### src/rtl/csr_reg.sv
// Machine-mode CSR file: mstatus/mie/mtvec/mscratch/mepc/mcause/mip plus a
// 64-bit cycle counter. Handles trap entry and mret, with bypassing on both
// the read path and the mepc/mtvec forwarding paths.
module csr_reg (
   input  logic        clk,
   input  logic        rst,
   input  logic        we_i,
   input  logic [11:0] waddr_i,
   input  logic [31:0] wdata_i,
   input  logic [11:0] raddr_i,
   output logic [31:0] rdata_o,
   input  logic [31:0] excepttype_i,
   input  logic [31:0] epc_i,
   input  logic        timer_irq_i,
   output logic [31:0] csr_mepc_o,
   output logic [31:0] csr_mtvec_o,
   output logic        int_req_o
);

   localparam logic [11:0] A_MSTATUS  = 12'h300;
   localparam logic [11:0] A_MIE      = 12'h304;
   localparam logic [11:0] A_MTVEC    = 12'h305;
   localparam logic [11:0] A_MSCRATCH = 12'h340;
   localparam logic [11:0] A_MEPC     = 12'h341;
   localparam logic [11:0] A_MCAUSE   = 12'h342;
   localparam logic [11:0] A_MIP      = 12'h344;
   localparam logic [11:0] A_MCYCLE   = 12'hB00;
   localparam logic [11:0] A_MCYCLEH  = 12'hB80;

   // Bits a software write can change; mip and unknown addresses have none.
   function automatic logic [31:0] write_mask(input logic [11:0] addr);
      logic [31:0] m;
      case (addr)
         A_MSTATUS:  m = 32'h0000_0088;
         A_MIE:      m = 32'h0000_0080;
         A_MTVEC,
         A_MSCRATCH,
         A_MEPC,
         A_MCAUSE,
         A_MCYCLE,
         A_MCYCLEH:  m = 32'hFFFF_FFFF;
         default:    m = 32'h0000_0000;
      endcase
      return m;
   endfunction

   logic        mie_r;        // mstatus.MIE
   logic        mpie_r;       // mstatus.MPIE
   logic        mtie_r;       // mie.MTIE
   logic        mtip_r;       // mip.MTIP
   logic [31:0] mtvec_r;
   logic [31:0] mscratch_r;
   logic [31:0] mepc_r;
   logic [31:0] mcause_r;
   logic [63:0] mcycle_r;

   logic        mie_s;
   logic        mpie_s;
   logic        mtie_s;
   logic [31:0] mtvec_s;
   logic [31:0] mscratch_s;
   logic [31:0] mepc_s;
   logic [31:0] mcause_s;
   logic [63:0] mcycle_s;
   logic        trap_s;
   logic        mret_s;
   logic [31:0] stored_s;

   // Decode the committed exception code into trap entry / mret.
   always_comb begin
      trap_s = 1'b0;
      mret_s = 1'b0;
      case (excepttype_i)
         32'h0000_0001,
         32'h0000_0008,
         32'h0000_000A: trap_s = 1'b1;
         32'h0000_000E: mret_s = 1'b1;
         default: begin
            trap_s = 1'b0;
            mret_s = 1'b0;
         end
      endcase
   end

   // Next-state: software writes first, then trap/mret overrides the
   // registers they own (mstatus, mepc, mcause).
   always_comb begin
      mie_s      = mie_r;
      mpie_s     = mpie_r;
      mtie_s     = mtie_r;
      mtvec_s    = mtvec_r;
      mscratch_s = mscratch_r;
      mepc_s     = mepc_r;
      mcause_s   = mcause_r;
      mcycle_s   = mcycle_r + 64'd1;
      if (we_i) begin
         case (waddr_i)
            A_MSTATUS: begin
               mie_s  = wdata_i[3];
               mpie_s = wdata_i[7];
            end
            A_MIE:      mtie_s     = wdata_i[7];
            A_MTVEC:    mtvec_s    = wdata_i;
            A_MSCRATCH: mscratch_s = wdata_i;
            A_MEPC:     mepc_s     = wdata_i;
            A_MCAUSE:   mcause_s   = wdata_i;
            A_MCYCLE:   mcycle_s   = {mcycle_r[63:32], wdata_i};
            A_MCYCLEH:  mcycle_s   = {wdata_i, mcycle_r[31:0]};
            default:    mtvec_s    = mtvec_r;
         endcase
      end else begin
         mtvec_s = mtvec_r;
      end
      if (trap_s) begin
         mepc_s = epc_i;
         mpie_s = mie_r;
         mie_s  = 1'b0;
         case (excepttype_i)
            32'h0000_0001: mcause_s = 32'h8000_0007;
            32'h0000_0008: mcause_s = 32'h0000_000B;
            default:       mcause_s = 32'h0000_0002;
         endcase
      end else if (mret_s) begin
         mepc_s   = mepc_r;
         mcause_s = mcause_r;
         mie_s    = mpie_r;
         mpie_s   = 1'b1;
      end else begin
         mepc_s = mepc_s;
      end
   end

   // State registers; reset clears everything including the counter.
   always_ff @(posedge clk or negedge rst) begin
      if (!rst) begin
         mie_r      <= 1'b0;
         mpie_r     <= 1'b0;
         mtie_r     <= 1'b0;
         mtip_r     <= 1'b0;
         mtvec_r    <= 32'h0000_0000;
         mscratch_r <= 32'h0000_0000;
         mepc_r     <= 32'h0000_0000;
         mcause_r   <= 32'h0000_0000;
         mcycle_r   <= 64'h0000_0000_0000_0000;
      end else begin
         mie_r      <= mie_s;
         mpie_r     <= mpie_s;
         mtie_r     <= mtie_s;
         mtip_r     <= timer_irq_i;
         mtvec_r    <= mtvec_s;
         mscratch_r <= mscratch_s;
         mepc_r     <= mepc_s;
         mcause_r   <= mcause_s;
         mcycle_r   <= mcycle_s;
      end
   end

   // Stored value of the CSR at the read address.
   always_comb begin
      case (raddr_i)
         A_MSTATUS:  stored_s = {24'h00_0000, mpie_r, 3'b000, mie_r, 3'b000};
         A_MIE:      stored_s = {24'h00_0000, mtie_r, 7'b000_0000};
         A_MTVEC:    stored_s = mtvec_r;
         A_MSCRATCH: stored_s = mscratch_r;
         A_MEPC:     stored_s = mepc_r;
         A_MCAUSE:   stored_s = mcause_r;
         A_MIP:      stored_s = {24'h00_0000, mtip_r, 7'b000_0000};
         A_MCYCLE:   stored_s = mcycle_r[31:0];
         A_MCYCLEH:  stored_s = mcycle_r[63:32];
         default:    stored_s = 32'h0000_0000;
      endcase
   end

   // Combinational outputs with same-cycle write bypass, forced low in reset.
   always_comb begin
      rdata_o     = 32'h0000_0000;
      csr_mepc_o  = 32'h0000_0000;
      csr_mtvec_o = 32'h0000_0000;
      int_req_o   = 1'b0;
      if (rst) begin
         if (we_i && (waddr_i == raddr_i)) begin
            rdata_o = wdata_i & write_mask(waddr_i);
         end else begin
            rdata_o = stored_s;
         end
         csr_mepc_o  = (we_i && (waddr_i == A_MEPC))  ? wdata_i : mepc_r;
         csr_mtvec_o = (we_i && (waddr_i == A_MTVEC)) ? wdata_i : mtvec_r;
         int_req_o   = mie_r & mtie_r & mtip_r;
      end else begin
         int_req_o = 1'b0;
      end
   end

endmodule

### config.mk
export PLATFORM = sky130hd
export DESIGN_NAME = csr_reg
export DESIGN_NICKNAME = d
export VERILOG_FILES = /design/src/rtl/csr_reg.sv
export SDC_FILE = /design/constraint.sdc
export NUM_CORES = 1
export LEC_CHECK = 0
export CELL_PAD_IN_SITES_DETAIL_PLACEMENT = 1
export CELL_PAD_IN_SITES_GLOBAL_PLACEMENT = 2
export CORE_MARGIN = 10
export CORE_UTILIZATION = 34
export CTS_CLUSTER_SIZE = 8
export DETAILED_ROUTE_END_ITERATION = 16
export PLACE_DENSITY_LB_ADDON = 0.1
export SYNTH_ARGS = -nofsm -noshare
export SYNTH_HDL_FRONTEND = slang
export SYNTH_SLANG_ARGS = --single-unit
### constraint.sdc
create_clock -name clk -period 4.3 [get_ports clk]
set_input_delay 0.86 -clock clk [delete_from_list [all_inputs] [get_ports clk]]
set_output_delay 0.86 -clock clk [all_outputs]
set_load 0.1 [all_outputs]
## Yosys cells after proc, flatten, opt, wreduce, memory -nomap -nowiden

Index checks and enable logic that the tools add are counted.
Widths: inputs -> output; s select.

| word-level totals | value |
|---|---|
| memory bits (writable) | 0 |
| bits in registers | 196 |
| bits in latches | 0 |
| memories | 0 |
| output and inout bits | 97 |
| ROM bits | 0 |

| operators by class | value |
|---|---|
| divide/modulo/power cells | 0 |
| $lt $le $gt $ge | 0 |
| $mul | 0 |
| reductions and logical operators | 16 |
| bitwise operators | 3 |
| $add $sub $neg | 1 |
| muxes and demuxes | 32 |
| shifts and indexed selects | 0 |
| equality and inequality tests | 25 |

Operators by type and width:

| cell | number |
|---|---|
| $mux 32 | 16 |
| $pmux 32 s9 | 1 |
| $eq 12x10->1 const B | 13 |
| $pmux 64 s2 | 1 |
| $eq 32x4->1 const B | 3 |
| $pmux 32 s3 | 1 |
| $add 64x1->64 const B | 1 |
| $mux 64 | 1 |
| $pmux 32 s2 | 1 |
| $eq 12x12->1 const B | 4 |
| $and 32x32->32 | 1 |
| $eq 32x1->1 const B | 1 |
| $eq 12x12->1 | 1 |
| $mux 1 | 11 |
| $reduce_and 2->1 | 4 |
| $ne 2x2->1 const B | 3 |
| $reduce_and 3->1 | 2 |
| $reduce_bool 2->1 | 3 |
| $reduce_bool 3->1 | 2 |
| $reduce_or 6->1 | 1 |
| $logic_and 1x1->1 | 3 |
| $reduce_or 3->1 | 1 |
| $and 1x1->1 | 2 |

## Logic depth before layout (Yosys ltp)

Gate-level depths: netlist (run 1).

| depth | value |
|---|---|
| depth in word-level cells | 8 |
| gate-level depth with buffers | 10 |

## Worst setup path before layout (run 1)

No wires, ideal clock.

| path | value |
|---|---|
| path kind | input to output |
| start | in raddr_i[6] |
| end | out rdata_o[6] |
| arrival | 4.638 ns |
| setup slack | -1.198 ns |
| cell stages on the path | 9 |
| cells stage by stage | clkbuf_1 xnor2_1 nand4_1 or4_1 clkbuf_1 nor2b_1 buf_2 nand2_1 a21boi_0 |

| on the way | value |
|---|---|
| longest elaborated chain between the ends | 4 |
| elaborated cells on any way between the ends | 14 |

RTL lines:

| item | RTL line | source |
|---|---|---|
| start: declaration | 10 | `input logic [11:0] raddr_i,` |
| $eq 12x12->1 (tied with other cells) | 160 | `case (raddr_i)` |
| $pmux 32 s9 / $logic_and 1x1->1 (equally long branches) | 160, 181 |  |
| $mux 32 * | 181 | `if (we_i && (waddr_i == raddr_i)) begin` |
| $mux 32 * | 180 | `if (rst) begin` |
| end: declaration | 11 | `output logic [31:0] rdata_o,` |

Mark *: on every way between the ends. The rest lies on a longest branch, timed or not.

## Worst setup path after layout (run 1)

| path | value |
|---|---|
| start | in raddr_i[0] |
| end | out rdata_o[14] |

The elaborated chain is that of the path after synthesis.

==> flow_summary.yaml, run 1 <==
power_and_ir_drop:
  clockPowerShare_pct: 40.5
  p_int_mw: 3.03
  p_switching_mw: 1.25
  ir_drop_mv: 0.203
  p_comb_share_pct: 13.1
  powerDensity_nw_per_um2: 242
  seqPwrFrac_pct: 46.3
  power_mw: 4.28
  switching_share_pct: 29.1
  leakage_nw: 7.24
min_path:
  hold_class: "input port to async pin"
critical_path:
  startpoint_type: "input port"
  cp.required_ns: 3.44
  crit-reg2reg-capture: "mcycle_r[46]$_DFFE_PN0P_"
  crit_start: "raddr_i[0]"
  reg2reg_from: "mcycle_r[0]$_DFFE_PN0P_"
  crit_end: "rdata_o[14]"
  rr_worst_depth: 7
  cp-end-kind: "primary output"
  cp.arrival_ns: 3.37
  reg2reg_setup_slack_ns: 1.13
  crit_fanout: 6
  path_class: "input port to primary output"
logic_synthesis:
  synth_top_area_share_pct: 39.0
  synth_cells: 1532
  synth_edf_count: 0
  synth_flop_cell: "dfrtp_1"
  yosysWarnings: 0
  ys_seq_elements: 196
  ys_seq_area_share_pct: 39.0
  synth_nets: 1657
  syn_avg_cell_area_um2: 8.22
  netlist_top_cells_area: "dfrtp_1 39%, nand2_1 9.3%, mux2i_1 5.2%"
  yosys.area.top_type: "dfrtp_1"
  synth_cell_types: 72
  async_flop_share_pct: 100
  netlist_area_um2: 12600
placement:
  place.port_buffers: 220
  place.gp.congestion: 0.872
  dpl.cell_count: 2148
  dp_hpwl_um: 42600
  place_area_um2: 16800
floorplanning:
  core_area_um2: 36600
  io_pins: 221
  dieWidth_um: 212
  die_area_um2: 45100
  initial_core_util_pct: 34.4
  std_cell_rows: 70
  dieHeight_um: 212
global_route:
  grt_pass1_wl_um: 87900
  track_usage_pct: 25.8
  first_global_vias: 13500
  grt_max_degree: 70
  grt_overflow: 0
  antenna_found_initial: 4
finish:
  drive_gt1_share_pct: 21.5
  final_common_cell: "nand2_1"
  postLayoutCellArea_um2: 17700
  nets: 1831
  layout_common_cells: "312 x nand2_1, 196 x dfrtp_1, 136 x nor2_1, 119 x clkdlybuf4s50_1, 112 x buf_12"
  syn2layout_area_growth_pct: 40.2
  fin_util_pct: 48.2
  fin_cells: 2188
clock_tree:
  path_clk_slew_ns: 0.07
  cts_tree: "yes"
  cts_sinks: 196
  clock_latency_ns: 0.47
  cts-root-buf: "clkbuf_16"
  ctsHoldBuffers: 0
  h-tree-depth: 4
  cts_inserted_buffers: 17
  clk_path_buf_depth: 2
sta:
  tns_ns: 0
  worst_pin_slew_ns: 0.979
  fmax_mhz: 236
  fin_crit_sh_pct: 98.4
  hold_violations: 0
  finalMaxSlewViolations: 0
  min_period_ns: 4.23
  maxSlewHeadroom_pct: 34.5
  fin_skew_ns: 0.0186
  final-setup-viol-count: 0
route:
  viasPerCell: 5.97
  drc: 0
  firstDrtPassIters: 5
  ant_nets: 0
  post_drt_wl_per_cell_um: 27.1
  vias: 13100
  drt-total-wl_um: 59300
  drt_iter0_drc: 952
run_status:
  outcome: "complete, no violations"
run:
  max_cap_violations: 0
==> cell type report <==
class	instances	area (µm²)
Sequential cell	196	4900
Multi-Input combinational cell	1179	7500
Tap cell	468	586
Clock buffer	19	443
Inverter	17	63.8
Timing Repair Buffer	295	3980
Clock inverter	13	165
Fill cell	4127	19000
Antenna cell	1	2.50
==> metal layers <==
metal | part of all wire [%] | global-route usage, % | wire length [µm] | vias up
met5 | 0.076 | 0 | 45 | -
met4 | 1.5 | 4.80 | 900 | 6
met3 | 6.3 | 5.65 | 3760 | 48
met2 | 45 | 39.5 | 26800 | 366
met1 | 47 | 36.7 | 27800 | 6768
li1 | - | - | - | 5875
==> worst min-delay path by stage <==
stage / from / end / slack, ns / cells after the start
2_1_floorplan: mcause_r[1]$_DFFE_PN0P_ / mcause_r[1]$_DFFE_PN0P_ / 0.47 / 2
3_3_place_gp: mtvec_r[21]$_DFFE_PN0P_ / mtvec_r[21]$_DFFE_PN0P_ / 0.49 / 2
3_5_place_dp: mscratch_r[25]$_DFFE_PN0P_ / mscratch_r[25]$_DFFE_PN0P_ / 0.50 / 1
4_1_cts: rst / mcycle_r[6]$_DFFE_PN0P_ / 0.28 / 1
5_1_grt: rst / mtvec_r[6]$_DFFE_PN0P_ / 0.29 / 1
6_report: rst / mtvec_r[5]$_DFFE_PN0P_ / 0.27 / 1
==> cell usage after synthesis (3+ instances only) <==
cell type and number:
xnor2_1 15, o211a_1 4, nor3_1 29, buf_1 3, nand4_1 27, a311oi_1 5
o21ai_0 60, a21boi_0 85, dfrtp_1 196, o221a_2 5, nor4_2 3, and2_1 6
nand2b_1 3, a21oi_1 53, nand4bb_1 3, buf_6 3, o21a_1 5, nand2_1 312
or3_1 7, inv_1 17, nor2b_1 11, or2_2 6, and4_1 8, o31ai_1 9
buf_2 23, and3_1 6, o32ai_1 13, a22oi_1 33, nand3_1 33, nand3b_1 3
or4_1 7, o22ai_1 40, a211oi_1 13, a31oi_1 35, nor4_1 21, a21boi_1 10
mux2_2 33, clkbuf_1 111, mux2i_1 66, o211ai_1 6, nor2_1 136, a22o_1 29
==> stage by stage <==
stage                     setup WS, ns  hold slack, ns
after floorplan                 -0.460           0.469
after global placement          0.0404           0.488
after detailed placement       -0.0393           0.498
after CTS                      0.00472           0.276
after global routing           -0.0225           0.289
final                           0.0695           0.275
==> worst max-delay path, stage by stage <==
cell and delay (ns):
clkdlybuf4s50_1 0.65, xnor2_1 0.16, nand3_1 0.09, or4_1 0.60
nor2b_4 0.17, buf_12 0.15, buf_12 0.14, nand2_1 0.07
a21boi_2 0.25, buf_12 0.21
==> what timing repair did <==
action | in CTS | in global routing
resized for setup | 3 | 10
setup buffers | 0 | 4
setup endpoints to repair | 18 | 30
gates cloned | 0 | 3
pin swaps | 2 | 6
==> power by group through the flow <==
stage	Clock, mW	Sequential [mW]	Combinational [mW]
detailed placement	0	2.02	0.550
floorplan	0	1.98	0.252
global placement	0	2.02	0.541
finish	1.73	1.98	0.561
global route	1.83	2.00	0.597
CTS	1.76	1.98	0.554
==> sequential cells by signal, indices dropped and copies added (netlist names) <==
name,flops
mscratch_r,32
mtvec_r,32
mepc_r,32
mcause_r,32
mcycle_r,64
mie_r,1
mpie_r,1
mtip_r,1
mtie_r,1
==> kinds of logic (layout without fill, tap and decap cells) <==
kind of cell	after synthesis	in the layout	synth area share [%]
adder cells (fa/ha/maj)	1	1	0.0994
multiplexers	99	99	8.20
XOR/XNOR	17	17	1.18
flip-flops	196	196	39.0
AND/OR/NAND/NOR	636	636	23.0
buffers and inverters	157	344	5.09
AO/OA/AOI/OAI	426	426	23.5
other	0	1	0
Note: power is estimated with default switching activity, not from simulation.
==> inputs of run 2 (changes only) <==
- CORE_MARGIN: 10 -> default
==> run 2 against run 1 <==
Setup slack worse by 0.026 ns. Global-route usage is 4.1 points higher. Die area is 16% lower. Sequential share of layout area is 0.18 points higher. Highest routed layer unchanged. Via count is 0.54% higher. Cell count is 0.41% higher. Largest cell class unchanged. Critical endpoint is now rdata_o[12]. Critical path type unchanged. Cell area is 0.63% lower. Register-to-register slack better by 0.35 ns. Flip-flop and latch count stayed put. Routed wire length is 5.7% lower.
==> flow_summary.yaml, run 2 (same netlist as run 1, synthesis figures left out) <==
run_status:
  outcome: "complete, no violations"
global_route:
  antenna_found_initial: 2
  grt_overflow: 0
  track_usage_pct: 29.9
  grt_max_degree: 61
  grt_pass1_wl_um: 85300
  first_global_vias: 13400
clock_tree:
  cts_inserted_buffers: 17
  cts-root-buf: "clkbuf_16"
  path_clk_slew_ns: 0.07
  cts_tree: "yes"
  clk_path_buf_depth: 2
  cts_sinks: 196
  h-tree-depth: 4
  clock_latency_ns: 0.47
critical_path:
  path_class: "input port to primary output"
  rr_worst_depth: 6
  crit_fanout: 28
  crit_cells: 9
  crit_top_cell: "buf_12"
  path_buf_inv: 3
  crit_family: "simple AND/OR/NAND/NOR gates"
  cp.required_ns: 3.44
  cp-end-kind: "primary output"
  startpoint_type: "input port"
  crit_chain: "clkdlybuf4s50_1, nor4_2, nand3_1, nor4b_4, buf_12, a22o_1, o21ai_0, a21boi_2, buf_12"
  cp_slowest_cell: "clkdlybuf4s50_1"
  critical_path.max_stage_delay_ns: 0.47
  cp.arrival_ns: 3.40
placement:
  place_worst_setup_slack_ns: -0.0367
  place_area_um2: 16900
  place.gp.congestion: 0.889
  place.port_buffers: 220
  dpl.cell_count: 2162
  dp_hpwl_um: 40900
route:
  post_drt_wl_per_cell_um: 25.5
  vias: 13100
  drt-total-wl_um: 56000
  viasPerCell: 5.98
  firstDrtPassIters: 5
  drt_iter0_drc: 759
  drc: 0
  ant_nets: 0
finish:
  largest_reg_flops: 64
  final_common_cell: "nand2_1"
  layout_common_cells: "312 x nand2_1, 196 x dfrtp_1, 136 x nor2_1, 120 x clkdlybuf4s50_1, 107 x buf_12"
  syn2layout_area_growth_pct: 39.4
  nets: 1839
  regMostFlops: "mcycle_r"
  fin_cells: 2197
  postLayoutCellArea_um2: 17500
  drive_gt1_share_pct: 21.6
power_and_ir_drop:
  clockPowerShare_pct: 39.5
  p_switching_mw: 1.28
  powerDensity_nw_per_um2: 240
  power_mw: 4.21
  ir_drop_mv: 0.272
  p_int_mw: 2.93
  leakage_nw: 7.22
  switching_share_pct: 30.4
  seqPwrFrac_pct: 47.1
  p_comb_share_pct: 13.4
floorplanning:
  initial_core_util_pct: 34.5
  core_area_um2: 36500
  std_cell_rows: 70
  dieWidth_um: 194
  io_pins: 221
  die_area_um2: 37800
  dieHeight_um: 194
sta:
  final-setup-viol-count: 0
  fmax_mhz: 235
  finalMaxSlewViolations: 0
  fin_ws_ns: 0.0431
  maxSlewHeadroom_pct: 39.7
  hold_violations: 0
  fin_skew_ns: 0.0125
  tns_ns: 0
  min_period_ns: 4.26
  worst_pin_slew_ns: 0.896
  fin_crit_sh_pct: 99.0
run:
  max_cap_violations: 0
min_path:
  hold_class: "input port to async pin"
-- run 2: changes by cell type in the layout (fill, tap and decap cells not counted), moves of 2 or more --
cell        change
buf_12          -5
buf_4          +16
clkbuf_16       -3
inv_8           +3
inv_6           +2
a21boi_2        -3
bufinv_16       -2
clkinvlp_4      -2
a21boi_4        +2
-- run 2: power by group through the flow --
stage                     combinational [mW]  clock (mW)  sequential, mW
after floorplan                        0.252           0            1.98
after global routing                   0.607        1.76            2.00
after detailed placement               0.558           0            2.02
after CTS                              0.561        1.70            1.98
after global placement                 0.550           0            2.02
final                                  0.565        1.66            1.99
-- run 2: final timing paths --
| kind | start | end | slack [ns] |
|---|---|---|---|
| worst min-delay path | rst | mtvec_r[5]$_DFFE_PN0P_ | 0.31 |
| worst min register to register | mcause_r[1]$_DFFE_PN0P_ | mcause_r[1]$_DFFE_PN0P_ | 0.51 |
| worst max register to register | mcycle_r[32]$_DFFE_PN0P_ | mcycle_r[59]$_DFFE_PN0P_ | 1.48 |
| worst max-delay path | raddr_i[5] | rdata_o[12] | 0.04 |
| max in group asynchronous | rst | mscratch_r[23]$_DFFE_PN0P_ | 3.09 |
| min in group clk | mcause_r[1]$_DFFE_PN0P_ | mcause_r[1]$_DFFE_PN0P_ | 0.51 |
-- run 2: area by class of cell --
class,instances,area (µm²)
clock inverters,13,133
diodes,2,5.00
multi-input cells,1179,7480
flip-flops and latches,196,4900
fillers,4111,19000
repair buffers,303,3920
clock buffers,19,443
well taps,468,586
inverters,17,63.8
-- run 2: through the flow --
stage / hold WS [ns] / util [%]
floorplan: 0.469 / -
global placement: 0.490 / 46.3
detailed placement: 0.493 / 46.3
CTS: 0.320 / 47.9
global route: 0.321 / 48.0
finish: 0.309 / 48.0
-- run 2: metal layers --
metal	up-vias	part of all wire, %	track usage (%)
met5	-	0.023	0
li1	5891	-	-
met4	2	2.3	9.64
met3	68	6.7	5.69
met1	6714	47	43.4
met2	458	44	44.4
-- run 2: what timing repair did --
| item | 4_1_cts | 5_1_grt |
|---|---|---|
| hold endpoints to repair | 0 | 0 |
| buffers inserted | 0 | 1 |
| gates resized for setup | 2 | 7 |
| pin swaps | 7 | 2 |
| endpoints found under the setup margin | 14 | 31 |
| hold buffers | 0 | 0 |
